--- config.mk ---
export PLATFORM = sky130hd
export DESIGN_NAME = sample_feeder
export DESIGN_NICKNAME = d
export VERILOG_FILES = /design/src/rtl/sample_feeder.sv
export SDC_FILE = /design/constraint.sdc
export NUM_CORES = 1
export LEC_CHECK = 0
export ABC_AREA = 1
export BUFFER_PORTS_ARGS = -buffer_cell sky130_fd_sc_hd__buf_2
export CORE_ASPECT_RATIO = 0.6
export CORE_UTILIZATION = 30
export DETAILED_ROUTE_END_ITERATION = 12
export SKIP_LAST_GASP = 1
export SLEW_MARGIN = 20
export SYNTH_ARGS = -nofsm -noshare
export SYNTH_HDL_FRONTEND = slang
export SYNTH_SLANG_ARGS = --single-unit
--- constraint.sdc ---
create_clock -name Fg_CLK -period 2.5 [get_ports Fg_CLK]
set_clock_uncertainty 0.15 [all_clocks]
set_input_delay 0.125 -clock Fg_CLK [delete_from_list [all_inputs] [get_ports Fg_CLK]]
set_output_delay 0.125 -clock Fg_CLK [all_outputs]
set_load 0.005 [all_outputs]
--- src/rtl/sample_feeder.sv ---
// sample_feeder: streams waveform ROM words as (current, next) sample pairs
// for an interpolator, with a new pair presented every 10^Mode clock cycles.
// Latency: first Enable on the 4th rising edge after Run rises (E0..E3);
// after that, one Enable every P = 10^min(Mode,MODE_MAX) cycles.
// Backpressure: none. Run=0 stops on the next edge, holds out1/out2/rom_addr
// and suppresses any Enable due on that edge.
//
// Ports:
//   Fg_CLK, RESETn  - clock (rising edge) and asynchronous active-low reset
//   Run             - level; 1 generates samples, 0 returns to IDLE
//   freq_word       - phase increment per sample, sampled at every advance
//   Mode            - period exponent; latched at each Enable
//   rom_addr        - registered ROM address (phase MSBs)
//   rom_data        - ROM word, valid 2 edges after rom_addr changes
//   out2 / out1     - current sample s_j / next sample s_j+1
//   Enable          - one-cycle strobe marking a new out1/out2 pair
//   Busy            - high whenever the FSM is not in IDLE
module sample_feeder #(
  parameter int ADDR_W   = 10,
  parameter int DATA_W   = 32,
  parameter int MODE_MAX = 5
) (
  input  logic              Fg_CLK,
  input  logic              RESETn,
  input  logic              Run,
  input  logic [31:0]       freq_word,
  input  logic [3:0]        Mode,
  output logic [ADDR_W-1:0] rom_addr,
  input  logic [DATA_W-1:0] rom_data,
  output logic [DATA_W-1:0] out2,
  output logic [DATA_W-1:0] out1,
  output logic              Enable,
  output logic              Busy
);

  typedef enum logic [1:0] {
    ST_IDLE = 2'd0,
    ST_FILL = 2'd1,
    ST_RUN  = 2'd2
  } state_t;

  localparam logic [3:0] MODE_CAP = (MODE_MAX > 15) ? 4'd15 : 4'(MODE_MAX);

  // Period minus one for a given exponent; anything above 9 saturates.
  function automatic logic [31:0] f_last(input logic [3:0] m);
    case (m)
      4'd0:    f_last = 32'd0;
      4'd1:    f_last = 32'd9;
      4'd2:    f_last = 32'd99;
      4'd3:    f_last = 32'd999;
      4'd4:    f_last = 32'd9999;
      4'd5:    f_last = 32'd99999;
      4'd6:    f_last = 32'd999999;
      4'd7:    f_last = 32'd9999999;
      4'd8:    f_last = 32'd99999999;
      default: f_last = 32'd999999999;
    endcase
  endfunction

  state_t              r_state;
  state_t              w_state_nxt;
  logic [31:0]         r_phase;
  logic [ADDR_W-1:0]   r_addr;
  logic [DATA_W-1:0]   r_out1;
  logic [DATA_W-1:0]   r_out2;
  logic                r_en;
  logic [31:0]         r_cnt;
  logic [3:0]          r_mode;
  logic [1:0]          r_fcnt;

  // Address-change history: r_a2 set means rom_data now carries the word
  // for an address driven two edges ago, i.e. a fresh sample.
  logic                r_a1;
  logic                r_a2;

  // Two-entry holding queue for fresh ROM words. During FILL the address
  // moves every cycle, but in RUN with P>1 the words arrive long before
  // they are consumed, so up to two of them (s_j+2, s_j+3) wait here.
  logic [DATA_W-1:0]   r_q0;
  logic [DATA_W-1:0]   r_q1;
  logic [1:0]          r_qn;

  logic                w_start;
  logic                w_adv;
  logic                w_fire;
  logic                w_push;
  logic                w_pop;
  logic [DATA_W-1:0]   w_head;
  logic [31:0]         w_last;
  logic [3:0]          w_mode_eff;

  assign w_last     = f_last(r_mode);
  assign w_mode_eff = (Mode > MODE_CAP) ? MODE_CAP : Mode;
  assign w_push     = r_a2 && (r_state != ST_IDLE);
  assign w_pop      = w_adv && ((r_qn != 2'd0) || w_push);
  // An empty queue bypasses the incoming word straight to out1.
  assign w_head     = (r_qn == 2'd0) ? rom_data : r_q0;

  always_ff @(posedge Fg_CLK or negedge RESETn) begin
    if (!RESETn) r_state <= ST_IDLE;
    else         r_state <= w_state_nxt;
  end

  always_comb begin
    w_state_nxt = r_state;
    w_start     = 1'b0;
    w_adv       = 1'b0;
    w_fire      = 1'b0;
    case (r_state)
      ST_IDLE: begin
        if (Run) begin
          w_start     = 1'b1;
          w_state_nxt = ST_FILL;
        end
      end
      ST_FILL: begin
        if (!Run) begin
          w_state_nxt = ST_IDLE;
        end else begin
          w_adv = 1'b1;
          // Third fill advance (E3) completes the three-sample lead.
          if (r_fcnt == 2'd2) begin
            w_fire      = 1'b1;
            w_state_nxt = ST_RUN;
          end
        end
      end
      ST_RUN: begin
        // Stop wins over a due Enable.
        if (!Run) begin
          w_state_nxt = ST_IDLE;
        end else if (r_cnt == w_last) begin
          w_adv  = 1'b1;
          w_fire = 1'b1;
        end
      end
      default: w_state_nxt = ST_IDLE;
    endcase
  end

  always_ff @(posedge Fg_CLK or negedge RESETn) begin
    if (!RESETn) begin
      r_phase <= 32'd0;
      r_addr  <= '0;
      r_out1  <= '0;
      r_out2  <= '0;
      r_en    <= 1'b0;
      r_cnt   <= 32'd0;
      r_mode  <= 4'd0;
      r_fcnt  <= 2'd0;
      r_a1    <= 1'b0;
      r_a2    <= 1'b0;
      r_q0    <= '0;
      r_q1    <= '0;
      r_qn    <= 2'd0;
    end else begin
      r_en <= w_fire;
      r_a1 <= w_start || w_adv;
      r_a2 <= r_a1;

      if (w_start) begin
        r_phase <= freq_word;
        r_addr  <= '0;
        r_fcnt  <= 2'd0;
        r_cnt   <= 32'd0;
      end else if (w_adv) begin
        r_out2  <= r_out1;
        r_out1  <= w_head;
        r_phase <= r_phase + freq_word;
        r_addr  <= r_phase[31:32-ADDR_W];
        if (r_state == ST_FILL) r_fcnt <= r_fcnt + 2'd1;
      end

      if (w_fire) begin
        r_cnt  <= 32'd0;
        r_mode <= w_mode_eff;
      end else if (r_state == ST_RUN && Run) begin
        r_cnt <= r_cnt + 32'd1;
      end

      if (w_start) begin
        r_qn <= 2'd0;
      end else begin
        case (r_qn)
          2'd0: begin
            if (w_push && !w_pop) begin
              r_q0 <= rom_data;
              r_qn <= 2'd1;
            end
          end
          2'd1: begin
            if (w_push && w_pop) begin
              r_q0 <= rom_data;
            end else if (w_push) begin
              r_q1 <= rom_data;
              r_qn <= 2'd2;
            end else if (w_pop) begin
              r_qn <= 2'd0;
            end
          end
          default: begin
            if (w_pop) begin
              r_q0 <= r_q1;
              if (w_push) r_q1 <= rom_data;
              else        r_qn <= 2'd1;
            end
          end
        endcase
      end
    end
  end

  assign rom_addr = r_addr;
  assign out1     = r_out1;
  assign out2     = r_out2;
  assign Enable   = r_en;
  assign Busy     = (r_state != ST_IDLE);

endmodule

==> results_dict.tcl <==
set metrics [dict create \
    status "finished, violations left" \
    violations "negative setup slack" \
    hpwl_um 27000 \
    finalSetupTns_ps -61490 \
    synth_area_mm2 0.0120 \
    crit_type "flop to flop" \
    yosysSeqAreaShare 0.450 \
    seqCellArea_mm2 0.00538 \
    start_util 0.305 \
    wl_per_cell_um 16.3 \
    htree_levels 1 \
    end_kind "flop" \
    die_h_um 157 \
    period_needed_ps 2920 \
    portBuffers 146 \
    path_clk_slew_ps 60 \
    drive_gt1_frac 0.218 \
    clockBufferDepth 3 \
    finalHoldViolCount 0 \
    first_global_vias 11116 \
    synth_warnings 0 \
    p_clk_frac 0.209 \
    power.share.sequential 0.320 \
    ys_top_cells_by_area "dfrtp_1 45%, nand2_1 16%, o21ai_0 8.5%, ha_1 4.5%, inv_1 4.2%" \
    relSlewSlack 0.518 \
    die-area_mm2 0.0407 \
    nets 2015 \
    drtPass1Iterations 5 \
    syn_nets 1673 \
    layout_common_cells "486 x nand2_1, 213 x dfrtp_1, 185 x o21ai_0" \
    rrSetupSlack_ps -420 \
    place.gp.congestion 0.915 \
    synthCells 1558 \
    worstMarginPinSlew_ps 723 \
    drv_slew 0 \
    fillers 3910 \
    vias_per_cell 4.88 \
    whs_ps 9.72 \
    async_reset_ff_frac 1.00 \
    chipWidth_um 260 \
    cp-start-kind "flop" \
    cts_buffers 24 \
    initialDrtViolationCount 935 \
    synth.largest_area_cell "dfrtp_1" \
    ant_nets 0 \
    p_sw_mw 7.21 \
    post_synth.cell_area_avg_um2 7.67 \
    p_sw_frac 0.408 \
    synth_edf_count 0 \
    crit_arrival_ps 3220 \
    worstPathRequired_ps 2800 \
    synth_flop_cell "dfrtp_1" \
    final_common_cell "nand2_1" \
    placementRows 56 \
    vias 11897 \
    peakVddDrop_uv 843 \
    setup_viol 212 \
    grt.overflow.total 0 \
    maxCapViolCount 0 \
    period_share 1.17 \
    ios 147 \
    grt_pass1_wl_um 61000 \
    ys_seq_elements 215 \
    grt_max_degree 85 \
    worst-path-max-fanout 8 \
    wl_um 39800 \
    worst_slack_ps -425 \
    fmax_mhz 342 \
    hold_path.class "input pin to async pin" \
    area_growth_syn_to_layout_pct 37.9 \
    coreArea_mm2 0.0392 \
    antenna_found_initial 1 \
    ys_types 41 \
    yosys.area.top_type_share 0.450 \
    internal-power_mw 10.5 \
    worst_skew_pair.late_latency_ps 540 \
    grt_util_all_layers 0.187 \
    rsz0062_at_grt "yes" \
    leakagePower_nw 8.20 \
    combPwrFrac 0.471 \
    powerDensity_mw_per_mm2 1070 \
    cts.sinks 215 \
    drc 0 \
    cts_root_buf "clkbuf_16" \
    cts_tree "built" \
    multi_input_area_mm2 0.00608 \
]
[path summary, 6_finish.rpt]
| path | startpoint | to | cells past startpoint |
|---|---|---|---|
| min in group Fg_CLK | freq_word[3] | r_phase[3] | 5 |
| hold / removal | RESETn | r_q0[27] | 2 |
| hold reg to reg | r_a1 | r_a2 | 0 |
| setup reg to reg | r_mode[0] | r_q1[14] | 18 |
| max in group asynchronous | RESETn | r_cnt[27] | 3 |
| setup / recovery | r_mode[0] | r_q1[14] | 18 |
[per-stage QoR]
step	util	area, um^2	worst slack [ps]	power (mW)	std cells
finish	0.421	16500	-425	17.7	2438
global route	0.421	16500	-566	19.1	2438
CTS	0.413	16200	-416	17.4	2435
detailed placement	0.365	14300	-573	13.1	2306
global placement	0.365	14300	-495	13.0	2306
floorplan	-	12000	2.22	10.2	1558
[timing repair]
item / 4_1_cts / 5_1_grt
hold buffers: 71 / 0
setup buffers: 11 / 0
pin swaps: 7 / 18
gates resized for setup: 50 / 76
endpoints found under the setup margin: 212 / 212
cloned: 7 / 6
hold endpoints to repair: 277 / 0
[layer usage]
metal | global-route usage | wire [um] | share of wire | up-vias
li1 | - | - | - | 5842
met5 | 0 | 0 | 0 | -
met1 | 0.291 | 21000 | 0.53 | 5692
met3 | 0.0334 | 2210 | 0.055 | 42
met2 | 0.264 | 16000 | 0.40 | 321
met4 | 0.0378 | 682 | 0.017 | 0
[state kept, by name (all words and copies together) (netlist names), 4 cells and up]
signal and cells:
out1 32, out2 32, r_cnt 32, r_mode 4, r_phase 32, r_q0 32, r_q1 32, rom_addr 10
[layout make-up]
class / count / area share
well taps: 522 / 0.0396
flip-flops and latches: 215 / 0.326
diodes: 1 / 0.000152
inverters: 140 / 0.0335
clock buffers: 32 / 0.0420
clock inverters: 9 / 0.00630
multi-input cells: 1141 / 0.369
repair buffers: 378 / 0.183
[synthesized netlist by cell type (5+ instances only)]
| master | n |
|---|---|
| nor4_1 | 7 |
| a21oi_1 | 46 |
| a31oi_1 | 5 |
| nand3_1 | 61 |
| clkbuf_1 | 39 |
| o21ai_1 | 15 |
| o21bai_1 | 6 |
| nand2_1 | 503 |
| o211ai_1 | 31 |
| nor3_1 | 22 |
| nor2_1 | 77 |
| o22ai_1 | 18 |
| buf_2 | 13 |
| buf_4 | 8 |
| nand4_1 | 21 |
| xor2_1 | 37 |
| dfrtp_1 | 215 |
| inv_1 | 135 |
| ha_1 | 43 |
| o31ai_1 | 6 |
| xnor2_1 | 10 |
| o21ai_0 | 202 |
[logic make-up (layout without fill, tap and decap cells)]
kind of cell               Yosys count  count (layout)  share of synthesized area
DFF                                215             215                      0.450
and+or+nand+nor                    703             703                      0.239
adders and majority gates           44              44                     0.0467
AOI/OAI and AO/OA                  347             347                      0.162
buffers and inverters              202             559                     0.0673
xor gates and xnor gates            47              47                     0.0344
other                                0               1                          0
[power by group through the flow]
| stage | Clock (mW) | Sequential (mW) | Combinational [mW] |
|---|---|---|---|
| 5_1_grt | 3.91 | 5.81 | 9.37 |
| 3_5_place_dp | 0 | 5.65 | 7.49 |
| 6_report | 3.70 | 5.65 | 8.33 |
| 2_1_floorplan | 0 | 5.53 | 4.64 |
| 3_3_place_gp | 0 | 5.62 | 7.35 |
| 4_1_cts | 3.79 | 5.62 | 7.94 |
[worst max-delay path, cell delays in order (launching register included)]
cell	delay (ps)
dfrtp_2	460
clkinv_4	120
ha_4	200
nand2_4	90
nand2_1	100
nand2_1	90
nand2_1	70
nor2_2	140
nand3_2	100
nor2_4	140
nand3_4	110
a21boi_4	190
buf_6	120
nand3_2	60
o211ai_1	160
buf_4	220
buf_8	160
nand2_1	60
o21ai_1	90
Note: power is estimated with default switching activity, not from simulation.
